===== config.mk =====
export PLATFORM = sky130hd
export DESIGN_NAME = vga_pixel_fetch
export DESIGN_NICKNAME = d
export VERILOG_FILES = /design/src/rtl/vga_pkg.sv /design/src/rtl/pixel_word_fetcher.sv /design/src/rtl/vga_pixel_fetch.sv
export SDC_FILE = /design/constraint.sdc
export NUM_CORES = 1
export LEC_CHECK = 0
export ABC_AREA = 1
export BUFFER_PORTS_ARGS = -buffer_cell sky130_fd_sc_hd__buf_2
export CAP_MARGIN = 20
export CORE_UTILIZATION = 35
export DETAILED_ROUTE_END_ITERATION = 8
export HOLD_SLACK_MARGIN = 0.1
export PLACE_DENSITY_LB_ADDON = 0.05
export REMOVE_ABC_BUFFERS = 1
export SYNTH_ARGS = -nofsm -noshare
export SYNTH_HDL_FRONTEND = slang
export SYNTH_HIERARCHICAL = 1
export SYNTH_SLANG_ARGS = --single-unit

===== constraint.sdc =====
create_clock -name clk -period 2.1 [get_ports clk]
set_clock_uncertainty 0.05 [all_clocks]
set_input_delay 0.42 -clock clk [delete_from_list [all_inputs] [get_ports clk]]
set_output_delay 0.42 -clock clk [all_outputs]
set_load 0.005 [all_outputs]

===== src/rtl/vga_pkg.sv =====
// Shared framebuffer geometry and fetcher state encoding for the VGA pixel fetch path.
package vga_pkg;

    localparam int unsigned H_VISIBLE      = 640;
    localparam int unsigned V_VISIBLE      = 480;
    localparam int unsigned WORDS_PER_LINE = H_VISIBLE / 32;
    localparam int unsigned FRAME_WORDS    = WORDS_PER_LINE * V_VISIBLE;
    localparam int unsigned FB_ADDR_WIDTH  = 14;

    typedef enum logic [0:0] {
        FETCH_IDLE = 1'b0,
        FETCH_WAIT = 1'b1
    } fetch_state_e;

endpackage


===== src/rtl/pixel_word_fetcher.sv =====
// Prefetches framebuffer words over a req/ack port into a one-word buffer,
// with frame-restart handling that drops any read already in flight.
module pixel_word_fetcher
    import vga_pkg::*;
(
    input  logic                     clk,
    input  logic                     reset,
    input  logic                     i_restart,
    input  logic                     i_consume,
    output logic                     o_mem_req,
    output logic [FB_ADDR_WIDTH-1:0] o_mem_addr,
    input  logic                     i_mem_ack,
    input  logic [31:0]              i_mem_rdata,
    output logic [31:0]              o_next_word,
    output logic                     o_next_valid
);

    localparam logic [FB_ADDR_WIDTH-1:0] FRAME_END = FB_ADDR_WIDTH'(FRAME_WORDS);

    fetch_state_e             r_state;
    logic [FB_ADDR_WIDTH-1:0] r_fetch_addr;
    logic [FB_ADDR_WIDTH-1:0] r_mem_addr;
    logic                     r_mem_req;
    logic                     r_discard;
    logic                     r_next_valid;
    logic [31:0]              r_next_word;
    logic                     w_start;

    // A restart in the same cycle suppresses the launch so the stale address never goes out.
    assign w_start = (r_state == FETCH_IDLE) && !r_next_valid &&
                     (r_fetch_addr < FRAME_END) && !i_restart;

    always_ff @(posedge clk) begin
        if (reset) begin
            r_state      <= FETCH_IDLE;
            r_fetch_addr <= '0;
            r_mem_addr   <= '0;
            r_mem_req    <= 1'b0;
            r_discard    <= 1'b0;
            r_next_valid <= 1'b0;
            r_next_word  <= '0;
        end else begin
            if (i_consume) begin
                r_next_valid <= 1'b0;
            end
            case (r_state)
                FETCH_IDLE: begin
                    if (w_start) begin
                        r_state    <= FETCH_WAIT;
                        r_mem_req  <= 1'b1;
                        r_mem_addr <= r_fetch_addr;
                    end
                end
                FETCH_WAIT: begin
                    if (i_mem_ack) begin
                        r_state   <= FETCH_IDLE;
                        r_mem_req <= 1'b0;
                        r_discard <= 1'b0;
                        if (!r_discard && !i_restart) begin
                            r_next_word  <= i_mem_rdata;
                            r_next_valid <= 1'b1;
                            r_fetch_addr <= r_fetch_addr + FB_ADDR_WIDTH'(1);
                        end
                    end else if (i_restart) begin
                        r_discard <= 1'b1;
                    end
                end
                default: r_state <= FETCH_IDLE;
            endcase
            // Restart has the last word over address and buffer state.
            if (i_restart) begin
                r_fetch_addr <= '0;
                r_next_valid <= 1'b0;
            end
        end
    end

    assign o_mem_req    = r_mem_req;
    assign o_mem_addr   = r_mem_addr;
    assign o_next_word  = r_next_word;
    assign o_next_valid = r_next_valid;

endmodule


===== src/rtl/vga_pixel_fetch.sv =====
// Turns timing-generator coordinates into registered 1bpp framebuffer colour,
// with syncs delayed to stay aligned with the colour output.
module vga_pixel_fetch
    import vga_pkg::*;
#(
    parameter logic [7:0] FG_COLOR = 8'hFF,
    parameter logic [7:0] BG_COLOR = 8'h00
) (
    input  logic                     clk,
    input  logic                     reset,
    input  logic [9:0]               x,
    input  logic [9:0]               y,
    input  logic                     hsync,
    input  logic                     vsync,
    input  logic                     blank,
    output logic                     mem_req,
    output logic [FB_ADDR_WIDTH-1:0] mem_addr,
    input  logic                     mem_ack,
    input  logic [31:0]              mem_rdata,
    output logic [7:0]               out_color,
    output logic                     out_hsync,
    output logic                     out_vsync,
    output logic                     underrun
);

    logic [9:0]  r_x_prev;
    logic [31:0] r_shift;
    logic [7:0]  r_color;
    logic        r_hsync;
    logic        r_vsync;
    logic        r_underrun;

    logic        w_strobe;
    logic        w_load;
    logic        w_shift;
    logic        w_restart;
    logic        w_consume;
    logic [31:0] w_next_word;
    logic        w_next_valid;
    logic [31:0] w_load_word;
    logic        w_pixel_bit;

    assign w_strobe    = (x != r_x_prev);
    assign w_load      = w_strobe && !blank && (x[4:0] == 5'd0);
    assign w_shift     = w_strobe && !blank && (x[4:0] != 5'd0);
    assign w_restart   = w_strobe && (y == 10'(V_VISIBLE)) && (x == 10'd0);
    assign w_consume   = w_load && w_next_valid;
    assign w_load_word = w_next_valid ? w_next_word : 32'h0;

    pixel_word_fetcher u_fetcher (
        .clk          (clk),
        .reset        (reset),
        .i_restart    (w_restart),
        .i_consume    (w_consume),
        .o_mem_req    (mem_req),
        .o_mem_addr   (mem_addr),
        .i_mem_ack    (mem_ack),
        .i_mem_rdata  (mem_rdata),
        .o_next_word  (w_next_word),
        .o_next_valid (w_next_valid)
    );

    // Between strobes the register MSB already holds the current pixel.
    always_comb begin
        w_pixel_bit = r_shift[31];
        if (w_load) begin
            w_pixel_bit = w_load_word[31];
        end else if (w_shift) begin
            w_pixel_bit = r_shift[30];
        end
    end

    always_ff @(posedge clk) begin
        if (reset) begin
            r_x_prev   <= '0;
            r_shift    <= '0;
            r_color    <= 8'h00;
            r_hsync    <= 1'b1;
            r_vsync    <= 1'b1;
            r_underrun <= 1'b0;
        end else begin
            r_x_prev <= x;
            r_hsync  <= hsync;
            r_vsync  <= vsync;
            if (w_load) begin
                r_shift <= w_load_word;
                if (!w_next_valid) begin
                    r_underrun <= 1'b1;
                end
            end else if (w_shift) begin
                r_shift <= {r_shift[30:0], 1'b0};
            end
            r_color <= blank ? 8'h00 : (w_pixel_bit ? FG_COLOR : BG_COLOR);
        end
    end

    assign out_color = r_color;
    assign out_hsync = r_hsync;
    assign out_vsync = r_vsync;
    assign underrun  = r_underrun;

endmodule


## Word-level counts from Yosys, hierarchy flattened

Cells that the tools add are included.

- Multiplexer cells: 18
- Bitwise logic cells: 2
- Multiply operators: 0
- $add $sub $neg: 1
- Divide/modulo/power cells: 0
- Equality and inequality tests: 4
- Order comparisons: 1
- Reductions and logical operators: 26
- Shift-type cells: 0

Operators by type and width:

| kind | count |
|---|---|
| 32-bit 2-to-1 mux | 3 |
| 14-bit by 1-bit adder with 14-bit output (second input constant) | 1 |
| 14-bit < comparator (second input constant) | 1 |
| 1-bit 2-to-1 mux | 12 |
| 10-bit by 9-bit equality test with 1-bit output (second input constant) | 1 |
| 1-bit logical AND | 10 |
| 10-bit zero test | 1 |
| 10-bit inequality test | 1 |
| 8-bit 2-to-1 mux | 1 |
| 2-bit AND reduction | 4 |
| 5-bit zero test | 1 |
| 5-bit nonzero test | 1 |
| 1-bit zero test | 4 |
| 1-bit one-hot mux with 2 select lines | 2 |
| 2-bit nonzero test | 2 |
| 2-bit OR reduction | 2 |
| 3-bit AND reduction | 1 |
| 2-bit by 1-bit inequality test with 1-bit output (second input constant) | 1 |
| 2-bit inequality test (second input constant) | 1 |
| 1-bit NOT | 2 |

- Output and inout bits: 26
- Flip-flop bits (word level): 117
- Memory bits (read-only): 0
- Memories kept: 0
- Logic and storage cells: 65
- Bits in latches: 0
- Memory bits (writable): 0
- Bits of input ports: 58

## Depth between registers and ports, before layout

- Word-level depth: 8
- Mapped depth: 15
- Depth with buffers taken out: 15

## By module

Netlist, hierarchy kept.

By module, submodules not included:

| module | area an instance (µm²) | seq. area each (µm²) | cells an instance | instances |
|---|---|---|---|---|
| pixel_word_fetcher | 2668.8 | 1281.2 | 345 | 1 |
| vga_pixel_fetch | 2647.5 | 920.9 | 412 | 1 |

## Worst setup path after synthesis

OpenSTA, ideal clock, no wires.

- Path type: input to register
- Start: input port x[2]
- End: register u_fetcher.r_next_word[26], in the netlist u_fetcher/o_next_word[26]
- Library setup time: 0.065 ns
- Stages on the path: 12
- Buffers on the path: 3
- Arrival time: 2.100 ns
- Slack: -0.115 ns
- Required time: 1.985 ns
- Cell sequence: inv_1 > nand2_1 > nor4_4 > buf_2 > nand4_1 > a21oi_1 > nor2_2 > nand2_4 > buf_6 > buf_6 > o21ai_0 > nor2_1

- Longest elaborated chain between the ends: 6
- Elaborated cells between the ends (all ways): 7
- Classes of those cells: eq/ne: 1; reduce/logical: 6

RTL lines:

| what | RTL line | text |
|---|---|---|
| from (decl) | vga_pixel_fetch.sv:11 | `input logic [9:0] x,` |
| 10-bit inequality test | vga_pixel_fetch.sv:43 | `assign w_strobe = (x != r_x_prev);` |
| 1-bit logical AND | vga_pixel_fetch.sv:46 | `assign w_restart = w_strobe && (y == 10'(V_VISIBLE)) && (x == 10'd0);` |
| 1-bit logical AND (*) | vga_pixel_fetch.sv:46 |  |
| via w_restart | vga_pixel_fetch.sv:36 | `logic w_restart;` |
| 1-bit zero test (*) | pixel_word_fetcher.sv:59 | `if (!r_discard && !i_restart) begin` |
| 1-bit logical AND (*) | pixel_word_fetcher.sv:59 |  |
| 3-bit AND reduction (no source line) (*) | -- |  |
| to (signal assigned) | pixel_word_fetcher.sv:60 | `r_next_word <= i_mem_rdata;` |
| to (decl) | pixel_word_fetcher.sv:26 | `logic [31:0] r_next_word;` |

Mark *: on every way through the listed nets, which the timed path passes. The rest lies on a longest branch.
A chain may end at the register's enable or synchronous reset.

## Worst setup path after layout

- Start: register r_x_prev[1]
- End: register u_fetcher.r_fetch_addr[13]

- Longest elaborated chain between the ends: 6
- Elaborated cells between the ends (all ways): 7
- Classes of those cells: eq/ne: 1; reduce/logical: 6

RTL lines:

| what | RTL line | text |
|---|---|---|
| from (decl) | vga_pixel_fetch.sv:26 | `logic [9:0] r_x_prev;` |
| from (signal assigned) | vga_pixel_fetch.sv:75 | `r_x_prev <= '0;` |
| from (signal assigned) | vga_pixel_fetch.sv:82 | `r_x_prev <= x;` |
| 10-bit inequality test (*) | vga_pixel_fetch.sv:43 |  |
| 1-bit logical AND (*) (2 in a row) | vga_pixel_fetch.sv:46 |  |
| via w_restart | vga_pixel_fetch.sv:36 |  |
| 1-bit zero test | pixel_word_fetcher.sv:59 |  |
| 1-bit logical AND | pixel_word_fetcher.sv:59 |  |
| 3-bit AND reduction (no source line) | -- |  |
| to (signal assigned) | pixel_word_fetcher.sv:62 | `r_fetch_addr <= r_fetch_addr + FB_ADDR_WIDTH'(1);` |
| to (decl) | pixel_word_fetcher.sv:21 | `logic [FB_ADDR_WIDTH-1:0] r_fetch_addr;` |

Marked as above.

==> summary.md <==
| Metric | Value |
|---|---|
| Status | `finished, violations left` |
| Failing checks | `design-rule violations` |
| CTS max path bufs | `2` |
| First-pass GRT wire length | `21.1 mm` |
| Mapped cell area | `5320 um^2` |
| P_leak | `about 3.2 nW` |
| Worst slew pin tran | `0.393 ns` |
| Area after DPL | `5920 um^2` |
| Sink Count | `110` |
| Wirelength per Cell | `12.1 um` |
| Die X | `125 um` |
| Tcrit/Tclk final | `90.6%` |
| Vias in the first global route | `4679` |
| Setup Crit Path Kind | `flip-flop to flip-flop` |
| Initial antenna violation count | `0` |
| Die ar. | `15700 um^2` |
| Nets | `888` |
| ANT cells | `0` |
| Grt total ovfl | `0` |
| CTS tree | `done` |
| DR iter-0 viols | `266` |
| Rows | `44` |
| Worst vdd ir | `around 0.00038 V` |
| Worst EP arrival | `2.15 ns` |
| Ratio of cells with drive above 1 in the final layout | `22.1%` |
| Post-synth cell types | `37` |
| Min-Delay Path Class | `primary input to flip-flop` |
| DR vias | `4776` |
| Yosys warnings | `6` |
| Fillers | `1546` |
| Top-level I/O count | `84` |
| Root Buffer | `clkbuf_16` |
| Largest net degree at the start of global routing | `between 60 and 70` |
| Clock-pin slew on the worst setup and hold paths | `0.07 ns` |
| Mapped Cells | `757` |
| Final core occ | `42.9%` |
| Worst EP required | `2.35 ns` |
| Drt pass-1 iters | `8` |
| Final hold viol count | `0` |
| Worst Setup Start Kind | `flip-flop` |
| Peak Freq | `525 MHz` |
| P per Cell Area | `roughly 750 nW/um^2` |
| #FFs+latches synth | `110` |
| Mean cell area of the mapped netlist | `7.02 um^2` |
| Slew Limit Fails | `0` |
| Tot GR Track Use | `16.6%` |
| Routed Antenna Nets | `0` |
| Post-route cell area | `roughly 6300 um^2` |
| DR vias/cell | `4.69` |
| Minimum clock period | `1.90 ns` |
| TritonCTS Buffers | `9` |
| Final TNS setup | `0 ns` |
| Final wirelength | `12.3 mm` |
| Final cell count without fillers | `1018` |
| Cells after DPL | `1000` |
| Max cap viols | `0` |
| Clk_lat worst skew | `0.36 ns` |
| Final setup fails | `0` |
| H-tree levels | `3` |
| Hold_ws | `0.193 ns` |
| Crit-path max FO | `6` |
| Relative slew slack | `73.7%` |
| Placeable Area | `14700 um^2` |
| # DRC | `1` |
| Routability cong. | `0.813` |
| IO buf count | `83` |
| Area Overhead vs Synth | `18.6%` |
| Die Y | `125 um` |
| Worst setup EP type | `flip-flop` |
| DP Wirelength | `approximately 8.1 mm` |
| Initial Utilization | `36.2%` |
| Sequential share of the synthesized area | `between 40 and 50%` |
[layout make-up]
type	count	area, um^2	share of cell area (%)
Clock buffer	9	225	3.57
Sequential cell	110	2210	35.0
Clock inverter	7	113	1.79
Timing Repair Buffer	113	732	11.6
Tap cell	184	230	3.65
Inverter	109	415	6.59
Multi-Input combinational cell	486	2380	37.8
[metrics by stage]
stage | power [W] | setup slack [ns]
3_5_place_dp | 0.00285 | -0.292
5_1_grt | 0.00499 | -0.0158
3_3_place_gp | 0.00284 | -0.213
2_1_floorplan | 0.00259 | -0.790
4_1_cts | 0.00483 | 0.152
6_report | 0.00475 | 0.197
[layout by cell type, fill, tap and decap left out, types with 2 or more instances in the layout]
master       n
a21oi_1     10
buf_12       7
buf_2       83
buf_4       22
bufinv_16    3
clkbuf_16    9
clkinv_2     4
dfxtp_1    106
dfxtp_2      4
inv_1      103
inv_2        4
nand2_1    154
nand2_2      5
nand2_4      3
nand3_1     53
nand3b_1     2
nand4_1     66
nor2_1     105
nor2_2      22
nor2_4       6
nor3_1       2
nor4_1       3
o21ai_0     26
o21ai_1     13
or2_2        3
xnor2_1      4
[path summary, 6_finish.rpt]
kind | from | to | slack (ns) | cells past startpoint
max | r_x_prev[1]$_SDFF_PP0_ | u_fetcher/r_fetch_addr[13]$_SDFFE_PP0P_ | 0.20 | 15
min | vsync | out_vsync$_SDFF_PP1_ | 0.19 | 2
max reg2reg | r_x_prev[1]$_SDFF_PP0_ | u_fetcher/r_fetch_addr[13]$_SDFFE_PP0P_ | 0.20 | 15
min reg2reg | underrun$_SDFFE_PP0P_ | underrun$_SDFFE_PP0P_ | 0.41 | 2
[critical path: stages, from the launching register on]
cell	delay (ns)
dfxtp_2	0.34
inv_2	0.03
nand2_2	0.05
nand2_2	0.05
nor2_2	0.09
nand2_1	0.10
nor2_4	0.13
a21oi_2	0.06
buf_6	0.13
nor2_4	0.11
nand2_4	0.11
nor2_4	0.19
nand4_1	0.16
nand2_1	0.10
nand2_1	0.05
nor2_1	0.09
[power breakdown]
part | switching, W | internal, W | leakage [nW]
Clock | 0.000786 | 0.00116 | 0.165
Combinational | 0.000326 | 0.000238 | 2.18
Sequential | 0.0000553 | 0.00218 | 0.899
Total | 0.00117 | 0.00358 | 3.24
[timing repair]
action | CTS | global route
pin swaps | 0 | 11
resized for setup | 1 | 15
hold endpoints to repair | 0 | 0
hold buffers | 0 | 0
setup endpoints to repair | 9 | 15
buffers inserted | 0 | 2
[cells in the mapped netlist, drive strengths merged]
library cell  count  share of area [%]
ha                1               0.24
clkbuf           18                1.5
xor2              1               0.16
nand2           163                 12
dfxtp           110                 41
or2               4               0.47
nand3            54                5.2
nor3              3               0.49
inv             108                7.7
a21oi            11                1.0
o21ai            40                4.0
buf              34                4.9
nor4              4               0.75
nand3b            2               0.28
nor2            133                 11
nand4            66                7.8
xnor2             4               0.66
clkinv            1              0.094
[flip-flops by register name (all words and copies together) (netlist names)]
signal,flops
u_fetcher/r_discard,1
r_x_prev,10
u_fetcher/o_next_valid,1
u_fetcher/o_next_word,32
r_shift,32
u_fetcher/r_state,1
u_fetcher/o_mem_addr,14
out_vsync,1
underrun,1
u_fetcher/r_fetch_addr,14
out_color,1
u_fetcher/o_mem_req,1
out_hsync,1
[layer usage]
metal / global-route usage (%) / share of wire (%) / vias up
met1: 18.8 / 47 / 2166
met4: 6.67 / 2.7 / 0
li1: - / - / 2528
met3: 4.36 / 3.4 / 18
met5: 0 / 0 / -
met2: 29.4 / 47 / 64
[logic make-up (layout without fill, tap and decap cells)]
group	count (synthesis)	in the layout	synth area share [%]
flip-flops	110	110	41.4
XOR/XNOR	5	5	0.824
AND/OR/NAND/NOR	429	429	38.3
buffers and inverters	161	238	14.2
AO/OA/AOI/OAI	51	51	5.01
adder cells (fa/ha/maj)	1	1	0.235
No activity file was read; power rests on OpenSTA's default activity.
